==> src/rtl/alu_pkg.sv <==
// Shared definitions for the ALU arbiter: opcode encodings, FSM state encoding
// and default datapath widths.
package alu_pkg;

  localparam int ALU_DATA_W = 4;
  localparam int ALU_OP_W   = 2;

  localparam logic [1:0] ALU_ADD = 2'b00;
  localparam logic [1:0] ALU_SUB = 2'b01;
  localparam logic [1:0] ALU_MUL = 2'b10;
  localparam logic [1:0] ALU_DIV = 2'b11;

  typedef enum logic [1:0] {
    IDLE  = 2'b00,
    SETUP = 2'b01,
    EXEC  = 2'b10,
    RESP  = 2'b11
  } alu_state_e;

  // Width of a requester index / round-robin pointer for n requesters.
  function automatic int idx_width(input int n);
    return (n > 1) ? $clog2(n) : 1;
  endfunction

endpackage

==> src/rtl/alu_arbiter_rr.sv <==
// Combinational round-robin grant: the first asserted request at or after
// ptr (wrapping modulo N) receives a one-hot grant.
module rr_arbiter
  import alu_pkg::*;
#(
  parameter int N  = 2,
  parameter int PW = idx_width(N)
) (
  input  logic [N-1:0]  req,
  input  logic [PW-1:0] ptr,
  output logic [N-1:0]  grant
);

  int   pos_s;
  logic found_s;

  // Scan requesters starting at the pointer; the first hit takes the grant.
  always_comb begin
    grant   = '0;
    found_s = 1'b0;
    pos_s   = 0;
    for (int k = 0; k < N; k++) begin
      pos_s        = ((int'(ptr) + k) >= N) ? (int'(ptr) + k - N) : (int'(ptr) + k);
      grant[pos_s] = req[pos_s] & ~found_s;
      found_s      = found_s | req[pos_s];
    end
  end

endmodule

==> src/rtl/alu_arbiter.sv <==
// Round-robin front end for a single shared ALU: accept, setup, one-cycle
// enable pulse, capture, respond. Define ALU_DIVZERO_CHECK_EN to short-circuit
// divide-by-zero requests with an all-ones result and rsp_err.
module alu_arbiter
  import alu_pkg::*;
#(
  parameter int NUM_REQ = 2,
  parameter int DATA_W  = ALU_DATA_W,
  parameter int OP_W    = ALU_OP_W
) (
  input  logic                      clk,
  input  logic                      reset,
  input  logic [NUM_REQ-1:0]        req_valid,
  output logic [NUM_REQ-1:0]        req_ready,
  input  logic [NUM_REQ*OP_W-1:0]   req_op,
  input  logic [NUM_REQ*DATA_W-1:0] req_a,
  input  logic [NUM_REQ*DATA_W-1:0] req_b,
  output logic [NUM_REQ-1:0]        rsp_valid,
  input  logic [NUM_REQ-1:0]        rsp_ready,
  output logic [DATA_W-1:0]         rsp_data,
  output logic                      rsp_err,
  output logic                      alu_enable,
  output logic [OP_W-1:0]           alu_op,
  output logic [DATA_W-1:0]         alu_n1,
  output logic [DATA_W-1:0]         alu_n2,
  input  logic [DATA_W-1:0]         alu_out
);

  localparam int PW = idx_width(NUM_REQ);

  alu_state_e          state_r;
  logic [PW-1:0]       ptr_r;
  logic [NUM_REQ-1:0]  owner_r;
  logic [NUM_REQ-1:0]  rsp_valid_r;
  logic [DATA_W-1:0]   rsp_data_r;
  logic                rsp_err_r;
  logic                alu_enable_r;
  logic [OP_W-1:0]     alu_op_r;
  logic [DATA_W-1:0]   alu_n1_r;
  logic [DATA_W-1:0]   alu_n2_r;

  logic [NUM_REQ-1:0]  grant_s;
  logic [NUM_REQ-1:0]  req_ready_s;
  logic [PW-1:0]       gidx_s;
  logic [PW-1:0]       ptr_next_s;
  logic                accept_s;
  logic                owner_done_s;
  logic [OP_W-1:0]     sel_op_s;
  logic [DATA_W-1:0]   sel_a_s;
  logic [DATA_W-1:0]   sel_b_s;

  rr_arbiter #(
    .N  (NUM_REQ),
    .PW (PW)
  ) u_rr (
    .req   (req_valid),
    .ptr   (ptr_r),
    .grant (grant_s)
  );

  // Offer the grant only while idle and out of reset.
  always_comb begin
    if ((state_r == IDLE) && !reset) begin
      req_ready_s = grant_s;
    end else begin
      req_ready_s = '0;
    end
  end

  // Encode the one-hot grant and select that requester's payload.
  always_comb begin
    gidx_s = '0;
    for (int i = 0; i < NUM_REQ; i++) begin
      gidx_s = gidx_s | (grant_s[i] ? PW'(i) : '0);
    end
    ptr_next_s   = (gidx_s == PW'(NUM_REQ - 1)) ? '0 : (gidx_s + PW'(1));
    sel_op_s     = req_op[gidx_s*OP_W +: OP_W];
    sel_a_s      = req_a[gidx_s*DATA_W +: DATA_W];
    sel_b_s      = req_b[gidx_s*DATA_W +: DATA_W];
    accept_s     = |(req_valid & req_ready_s);
    owner_done_s = |(rsp_ready & owner_r);
  end

  // Operation sequencer; every output it drives is registered here.
  always_ff @(posedge clk) begin
    if (reset) begin
      state_r      <= IDLE;
      ptr_r        <= '0;
      owner_r      <= '0;
      rsp_valid_r  <= '0;
      rsp_data_r   <= '0;
      rsp_err_r    <= 1'b0;
      alu_enable_r <= 1'b0;
      alu_op_r     <= '0;
      alu_n1_r     <= '0;
      alu_n2_r     <= '0;
    end else begin
      case (state_r)
        IDLE: begin
          if (accept_s) begin
            alu_op_r <= sel_op_s;
            alu_n1_r <= sel_a_s;
            alu_n2_r <= sel_b_s;
            owner_r  <= grant_s;
            ptr_r    <= ptr_next_s;
`ifdef ALU_DIVZERO_CHECK_EN
            if ((sel_op_s == OP_W'(ALU_DIV)) && (sel_b_s == '0)) begin
              rsp_valid_r <= grant_s;
              rsp_data_r  <= '1;
              rsp_err_r   <= 1'b1;
              state_r     <= RESP;
            end else begin
              state_r <= SETUP;
            end
`else
            state_r <= SETUP;
`endif
          end else begin
            state_r <= IDLE;
          end
        end
        SETUP: begin
          alu_enable_r <= 1'b1;
          state_r      <= EXEC;
        end
        EXEC: begin
          // Enable rises at the start of EXEC; the ALU result is ready by its end.
          alu_enable_r <= 1'b0;
          rsp_data_r   <= alu_out;
          rsp_err_r    <= 1'b0;
          rsp_valid_r  <= owner_r;
          state_r      <= RESP;
        end
        RESP: begin
          if (owner_done_s) begin
            rsp_valid_r <= '0;
            state_r     <= IDLE;
          end else begin
            state_r <= RESP;
          end
        end
        default: begin
          alu_enable_r <= 1'b0;
          rsp_valid_r  <= '0;
          state_r      <= IDLE;
        end
      endcase
    end
  end

  assign req_ready  = req_ready_s;
  assign rsp_valid  = rsp_valid_r;
  assign rsp_data   = rsp_data_r;
  assign rsp_err    = rsp_err_r;
  assign alu_enable = alu_enable_r;
  assign alu_op     = alu_op_r;
  assign alu_n1     = alu_n1_r;
  assign alu_n2     = alu_n2_r;

endmodule

==> config.mk <==
export PLATFORM = sky130hd
export DESIGN_NAME = alu_arbiter
export DESIGN_NICKNAME = d
export VERILOG_FILES = /design/src/rtl/alu_pkg.sv /design/src/rtl/alu_arbiter_rr.sv /design/src/rtl/alu_arbiter.sv
export SDC_FILE = /design/constraint.sdc
export NUM_CORES = 1
export LEC_CHECK = 0
export ABC_CLOCK_PERIOD_IN_PS = 1400
export BUFFER_PORTS_ARGS = -buffer_cell sky130_fd_sc_hd__buf_2
export CAP_MARGIN = 10
export CELL_PAD_IN_SITES_DETAIL_PLACEMENT = 1
export CELL_PAD_IN_SITES_GLOBAL_PLACEMENT = 2
export CORE_UTILIZATION = 23
export CTS_CLUSTER_DIAMETER = 120
export DETAILED_ROUTE_END_ITERATION = 12
export PLACE_DENSITY = 0.79
export REMOVE_ABC_BUFFERS = 1
export SYNTH_ARGS = -nofsm -noshare
export SYNTH_HDL_FRONTEND = slang
export SYNTH_SLANG_ARGS = --single-unit
==> constraint.sdc <==
create_clock -name clk -period 1.4 [get_ports clk]
set_input_delay 0.14 -clock clk [delete_from_list [all_inputs] [get_ports clk]]
set_output_delay 0.14 -clock clk [all_outputs]
set_load 0.01 [all_outputs]
## Word-level counts from Yosys, hierarchy flattened

Index checks and enable logic that the tools add are counted.

- Eq/ne operators: 4
- $lt $le $gt $ge: 6
- Bitwise operators: 5
- Reduce and logical (&&, ||, !) cells: 11
- Add/subtract/negate cells: 4
- Shift operators: 3
- Mux-type cells: 22

Operator list:

| kind | count |
|---|---|
| >= comparator 32 x 1 -> 1 bit (second input constant) | 2 |
| less-than comparator 32 x 3 -> 1 bit (second input constant) | 2 |
| two-way mux 32 bit | 2 |
| >= comparator 32 x 3 -> 1 bit (second input constant) | 1 |
| subtractor 32 x 3 -> 32 bit (second input constant) | 1 |
| variable part select 8 x 4 -> 4 bit | 2 |
| two-way mux 1 bit | 11 |
| one-hot mux 2 bit (4 select lines) | 1 |
| AND 2 bit | 3 |
| two-way mux 2 bit | 3 |
| == test 2 bit (second input constant) | 2 |
| one-hot mux 2 bit (2 select lines) | 1 |
| AND reduction 2 bit | 2 |
| nonzero test 2 bit | 2 |
| OR reduction 2 bit | 2 |
| variable part select 4 x 3 -> 2 bit | 1 |
| logical AND 1 bit | 3 |
| subtractor 1 x 2 -> 3 bit (second input constant) | 1 |
| adder 1 x 1 -> 2 bit (second input constant) | 1 |
| bitwise mux 2 bit | 1 |
| demux 1 bit (select 1 bit) | 2 |
| == test 2 x 1 -> 1 bit (second input constant) | 1 |
| >= comparator 1 x 2 -> 1 bit (second input constant) | 1 |
| zero test 2 bit | 1 |
| other kinds (6) | 6 |

- Output and inout bits: 20
- Word-level logic and storage cells: 64
- Register bits: 22

## Longest topological paths before layout

Gate-level depths: netlist of run 1.

- Word-level depth: 13
- Depth in mapped cells: 6
- Mapped depth without buffers: 5

## Hierarchy

From an unflattened synthesis of run 1, not the netlist that was laid out.

- Cells, all modules: 111
- Area, all modules: 1069.8 um^2

Modules (own cells, without submodules):

| module | instances | area each (um^2) | cells each |
|---|---|---|---|
| alu_arbiter | 1 | 1051.0 | 108 |
| rr_arbiter | 1 | 18.8 | 3 |

## Least setup slack after synthesis of run 1

No wires, ideal clock.

- Kind: reg-to-reg
- Start: register state_r[1]
- End: register alu_n1_r[0], in the netlist alu_n1[0]
- Cell stages (with the launch flop): 7
- Setup slack: 0.043 ns
- Arrival time: 1.268 ns
- Library setup time: 0.089 ns
- Period minus slack after synthesis: 1.357 ns
- Path through: dfxtp_1 inv_1 ha_1 and2b_1 and2_4 buf_6 a311oi_2

- Longest elaborated chain between the ends: 6

RTL lines:

| element | line | RTL |
|---|---|---|
| start: declaration | alu_arbiter.sv:31 | `alu_state_e state_r;` |
| start signal: assignment | alu_arbiter.sv:87 | `state_r <= IDLE;` |
| start signal: assignment | alu_arbiter.sv:116 | `state_r <= SETUP;` |
| start signal: assignment | alu_arbiter.sv:119 | `state_r <= IDLE;` |
| zero test 2 bit (*) | alu_arbiter.sv:63, alu_arbiter.sv:98 |  |
| logical AND 1 bit | alu_arbiter.sv:63 | `if ((state_r == IDLE) && !reset) begin` |
| two-way mux 2 bit | alu_arbiter.sv:63 |  |
| AND 2 bit | alu_arbiter.sv:80 | `accept_s = \|(req_valid & req_ready_s);` |
| OR reduction 2 bit | alu_arbiter.sv:80 |  |
| AND reduction 2 bit (no line) (*) | -- |  |
| end signal: assignment | alu_arbiter.sv:102 | `alu_n1_r <= sel_a_s;` |
| end: declaration | alu_arbiter.sv:39 | `logic [DATA_W-1:0] alu_n1_r;` |

Every way passes the cells marked *; elsewhere a longest branch is shown, timed or not.
A chain may end at the register's enable or synchronous reset.

## Final worst setup path of run 1

- Start: register state_r[0]
- End: output port req_ready[0]

- Longest elaborated chain between the ends: 3

RTL lines:

| element | line | RTL |
|---|---|---|
| zero test 2 bit | alu_arbiter.sv:63 |  |
| logical AND 1 bit | alu_arbiter.sv:63 |  |
| two-way mux 2 bit | alu_arbiter.sv:63 |  |
| end: declaration | alu_arbiter.sv:14 | `output logic [NUM_REQ-1:0] req_ready,` |

No other way between the ends.

==> results of run 1 <==
state kept, by name (all words and copies together) (netlist names):
signal and count:
ptr_r 1, alu_enable 1, rsp_data 4, alu_n1 4, rsp_valid 2, alu_n2 4
alu_op 2, owner_r 2, state_r 2
cells in the final DEF, fill, tap and decap left out, types with 2 or more instances in the layout:
master    count
o21ai_0      12
ha_4          3
inv_2         2
dfxtp_1      20
nand3_1      10
a21oi_2       3
nand2_1       3
inv_1         3
dfxtp_2       2
a21oi_4       7
a311oi_2     10
buf_6         2
a211oi_2      3
and2_4        2
a21oi_1       2
buf_2        47
and3b_1       2
clkbuf_8      4
mux2i_1       5
nor2_1        9
buf_4        11
stage by stage:
step	setup TNS (ps)	utilization [%]	hold slack, ps	worst slack [ps]	total power, mW
after floorplan	-224	-	208	-67.9	0.960
after global placement	0	31.7	380	83.6	1.14
after detailed placement	0	31.7	395	6.25	1.16
after CTS	-37.5	34.5	110	-36.6	1.67
after global routing	-630	38.4	106	-101	1.85
final	-71.3	38.4	111	-48.8	1.75
where the power goes:
part           switching (mW)  internal [mW]
Combinational           0.286          0.265
Clock                   0.209          0.251
Sequential             0.0496          0.685
worst max-delay path, stage by stage, from the launching register on:
cell and delay (ps):
dfxtp_2 360, inv_2 60, ha_4 150, and2b_2 200, and3_4 170, buf_6 110
layout make-up:
class	count	area share, %
Clock buffer	4	3.18
Inverter	5	1.09
Multi-Input combinational cell	85	45.8
Sequential cell	22	25.6
Tap cell	52	3.76
Timing Repair Buffer	61	20.5
kinds of logic (layout without fill, tap and decap cells):
| group | count (synthesis) | count (layout) |
|---|---|---|
| compound gates | 43 | 43 |
| fa+ha+maj | 3 | 3 |
| buf+inv | 15 | 70 |
| flops | 22 | 22 |
| mux | 5 | 5 |
| other cells | 1 | 1 |
| simple gates | 32 | 33 |
repair_timing:
| item | in CTS | in global routing |
|---|---|---|
| buffers inserted | 4 | 0 |
| gates cloned | 0 | 1 |
| resized for setup | 11 | 32 |
| endpoints found under the setup margin | 7 | 18 |
| pin swaps | 2 | 4 |
path summary, 6_finish.rpt:
kind / cells past startpoint / endpoint / startpoint / slack, ps
setup / recovery: 5 / req_ready[0] / state_r[0] / -50
hold / removal: 3 / rsp_data[0] / alu_out[0] / 110
setup reg to reg: 7 / alu_op[0] / state_r[0] / -20
hold reg to reg: 2 / rsp_data[1] / rsp_data[1] / 500
per-layer routing:
metal	vias to the layer above	routed length (microns)	global-route usage (%)
met5	-	0	0
met4	0	27	3.27
met3	4	208	4.36
met2	42	1820	25.3
met1	529	1490	16.6
li1	554	-	-
==> impl_metrics.py, run 1 <==
metrics = {
    "status": {
        "status": "finished, violations left",
        "violations": "setup timing",
    },
    "yosys": {
        "ys_warn_count": 0,
        "ys.flop_type": "dfxtp_1",
        "async_reset_ff_share_pct": 0,
        "yosysMostFrequentCell": "dfxtp_1",
        "synth_top_family_by_area": "compound AO/OA/AOI/OAI gates",
        "yosysUniqueCellTypes": 29,
        "syn_avg_cell_area_sq_um": 9.20,
        "yosys-top-cells-area": "dfxtp_1 40%, a311oi_2 13%, a21oi_1 5.4%",
        "synthesis.area_sq_mm": 0.00111,
        "seq_area_frac_synth_pct": 39.6,
        "synth_fa_ha_area_share_pct": 3.37,
        "synth_compound_area_share_pct": 30.6,
        "synth_common_cells": "22 x dfxtp_1, 12 x a21oi_1, 12 x o21ai_0",
        "synth_top_area_cell": "dfxtp_1",
        "synth_xor_area_share_pct": 0,
        "ys_seq_elements": 22,
        "synthSimpleGateAreaFrac_pct": 14.8,
        "syn_inst": 121,
        "synth_edf_count": 0,
        "synth_top_area_share_pct": 39.6,
        "synth_mux_area_share_pct": 4.49,
    },
    "final_layout": {
        "area_delta_synth_final_pct": 55.3,
        "nets": 211,
        "seq_area_sq_um": 443,
        "finalNonFillerCells": 229,
        "finalInstanceArea_sq_mm": 0.00173,
        "drive_gt1_share_pct": 58.8,
        "fillCellCount": 529,
        "antennaDiodeCount": 0,
        "multi_input_area_sq_um": 792,
    },
    "floorplan": {
        "dieArea_sq_mm": 0.00512,
        "initial_core_util_pct": 24.7,
        "dieWidth_microns": 71.6,
        "ios": 50,
        "fp-row-count": 24,
        "core_area_sq_mm": 0.00450,
        "die_h_microns": 71.6,
    },
    "sta": {
        "grt_setup_unrepaired": "yes",
        "post-route-min-period_ps": 1450,
        "finalCritPeriodShare_pct": 103,
        "setup_violations": 4,
        "setup_ws_ps": -48.8,
        "fin_skew_ps": 5.45,
        "slew_violations": 0,
        "hold_viol_final": 0,
        "fmaxAchievable_ghz": 0.690,
    },
    "worst_setup_path": {
        "endpoint_kind": "primary output",
        "arrival_ps": 1310,
        "worstPathRequired_ps": 1260,
        "start_kind": "flop",
        "worst-path-max-fanout": 2,
        "critPathKind": "reg -> out",
    },
    "route": {
        "via_count": 1129,
        "drt_iter0_drc": 32,
        "viasPerCell": 4.93,
        "wire_per_inst_microns": 15.5,
        "drt-total-wl_microns": 3540,
        "firstDrtPassIters": 4,
        "drc": 0,
        "ant_nets": 0,
    },
    "clock_tree": {
        "numCtsBuffers": 3,
        "insertion_delay_ps": 270,
        "clock_sinks": 22,
        "clockRootBuffer": "clkbuf_8",
        "ctsHoldBuffers": 0,
        "path_clk_slew_ps": 80,
        "cts_tree": "built",
        "cts_max_path_buffers": 2,
        "cts_max_level": 1,
    },
    "global_route": {
        "track_usage_pct": 14.2,
        "grt_overflow": 0,
        "grt_pass1_vias": 1164,
        "antenna_found_initial": 0,
        "grt_first_pass_wirelength_microns": 5660,
        "grt_max_degree": 22,
    },
    "placed_design": {
        "dp_hpwl_microns": 2560,
        "io_buffers": 48,
        "finalWeightedCongestion": 0.688,
        "place_inst": 220,
        "placed_area_sq_mm": 0.00143,
    },
    "power": {
        "power_density_mw_per_mm2": 1010,
        "max-vdd-ir-drop_uv": 356,
        "leakagePower_nw": 0.704,
    },
    "job": {
        "maxCapViolations": 0,
    },
    "hold_path": {
        "hp-class": "in -> reg",
    },
}
Power figures use the tool's default switching activity.
==> run 2, diff against run 1 <==
--- a/config.mk
+++ b/config.mk
@@ -15,6 +15,7 @@
 export DETAILED_ROUTE_END_ITERATION = 12
 export PLACE_DENSITY = 0.79
 export REMOVE_ABC_BUFFERS = 1
+export SKIP_CTS_REPAIR_TIMING = 1
 export SYNTH_ARGS = -nofsm -noshare
 export SYNTH_HDL_FRONTEND = slang
 export SYNTH_SLANG_ARGS = --single-unit
==> impl_metrics.py, run 2 (synthesized netlist as in run 1, its figures left out) <==
metrics = {
    "floorplan": {
        "initial_core_util_pct": 24.7,
        "dieWidth_microns": 71.6,
        "ios": 50,
        "die_h_microns": 71.6,
        "dieArea_sq_mm": 0.00512,
        "fp-row-count": 24,
        "core_area_sq_mm": 0.00450,
    },
    "placed_design": {
        "place_inst": 220,
        "finalWeightedCongestion": 0.688,
        "io_buffers": 48,
        "dp_hpwl_microns": 2560,
    },
    "clock_tree": {
        "cts_max_path_buffers": 2,
        "insertion_delay_ps": 270,
        "numCtsBuffers": 3,
        "clockRootBuffer": "clkbuf_8",
        "clock_sinks": 22,
        "cts_max_level": 1,
        "cts_tree": "built",
        "path_clk_slew_ps": 80,
    },
    "sta": {
        "finalCritPeriodShare_pct": 105,
        "fmaxAchievable_ghz": 0.682,
        "slew_violations": 0,
        "hold_viol_final": 0,
        "post-route-min-period_ps": 1470,
        "setup_violations": 1,
        "fin_skew_ps": 5.42,
        "setup_ws_ps": -66.5,
        "tns_ps": -66.5,
        "grt_setup_unrepaired": "yes",
    },
    "route": {
        "drt-total-wl_microns": 3390,
        "firstDrtPassIters": 4,
        "ant_nets": 0,
        "drt_iter0_drc": 26,
        "wire_per_inst_microns": 15.0,
        "via_count": 1125,
        "drc": 0,
        "viasPerCell": 4.98,
    },
    "final_layout": {
        "mostFrequentLayoutCells": "47 x buf_2, 20 x dfxtp_1, 12 x o21ai_0",
        "drive_gt1_share_pct": 54.0,
        "area_delta_synth_final_pct": 48.8,
        "finalNonFillerCells": 226,
        "final_common_cell": "buf_2",
        "nets": 208,
        "antennaDiodeCount": 0,
    },
    "worst_setup_path": {
        "max_stage_delay_ps": 360,
        "worst-path-max-fanout": 3,
        "worstPathRequired_ps": 1260,
        "critPathKind": "reg -> out",
        "endpoint_kind": "primary output",
        "arrival_ps": 1330,
        "crit_chain": "inv_2 > ha_4 > and2b_2 > and3_4 > buf_6",
        "crit_path_top_delay_cell": "dfxtp_2",
        "start_kind": "flop",
    },
    "power": {
        "total_power_mw": 1.71,
        "max-vdd-ir-drop_uv": 354,
        "power_density_mw_per_mm2": 1030,
        "leakagePower_nw": 0.687,
    },
    "status": {
        "status": "finished, violations left",
        "violations": "setup timing",
    },
    "global_route": {
        "antenna_found_initial": 0,
        "track_usage_pct": 13.5,
        "grt_overflow": 0,
        "grt_max_degree": 22,
        "grt_pass1_vias": 1133,
        "grt_first_pass_wirelength_microns": 5430,
    },
    "hold_path": {
        "hp-class": "in -> reg",
    },
    "job": {
        "maxCapViolations": 0,
    },
}
run 2: changes by cell type in the layout (fill, tap and decap cells not counted), moves of 2 or more:
cell / previous run / this run
a211oi_1: 1 / 4
a211oi_2: 3 / 0
buf_4: 11 / 8
ha_1: 0 / 2
ha_4: 3 / 1
run 2: cell type report:
class	instances	area, sq um
clock buffer	4	55.1
fill	534	2850
inverter	5	18.8
multi-input combinational	85	737
sequential	22	443
tap	52	65.1
timing repair buffer	58	338
run 2: critical path, delay by kind of cell, from the launching register on:
kind / cells / cell delay [ps]
adders and majority gates: 1 / 150
buffers and inverters: 2 / 180
and+or+nand+nor: 2 / 380
DFF: 1 / 360
run 2: path summary, 6_finish.rpt:
| check | start | endpoint | slack (ps) | cells after the start |
|---|---|---|---|---|
| setup / recovery | state_r[0] | req_ready[0] | -70 | 5 |
| hold / removal | alu_out[0] | rsp_data[0] | 110 | 3 |
| setup reg to reg | state_r[0] | alu_n2[3] | 10 | 7 |
| hold reg to reg | owner_r[1] | owner_r[1] | 500 | 2 |
run 2: metrics by stage:
| stage | instance area [sq um] | setup slack (ps) | utilization [%] | hold slack (ps) |
|---|---|---|---|---|
| after global placement | 1430 | 83.6 | 31.7 | 380 |
| final | 1660 | -66.5 | 36.8 | 111 |
| after global routing | 1660 | -134 | 36.8 | 106 |
| after detailed placement | 1430 | 6.25 | 31.7 | 395 |
| after floorplan | 1060 | -67.9 | - | 208 |
| after CTS | 1480 | -263 | 32.9 | 110 |
run 2: per-layer routing:
metal | vias up | GRT usage [%] | share of wire, %
li1 | 549 | - | -
met2 | 42 | 23.3 | 49
met5 | - | 0 | 0
met4 | 0 | 3.27 | 0.80
met3 | 4 | 4.36 | 6.2
met1 | 530 | 16.5 | 44
run 2: where the power goes:
part           internal [mW]  switching [mW]
logic                  0.251           0.266
registers              0.685          0.0492
clock network          0.251           0.208
total                   1.19           0.523
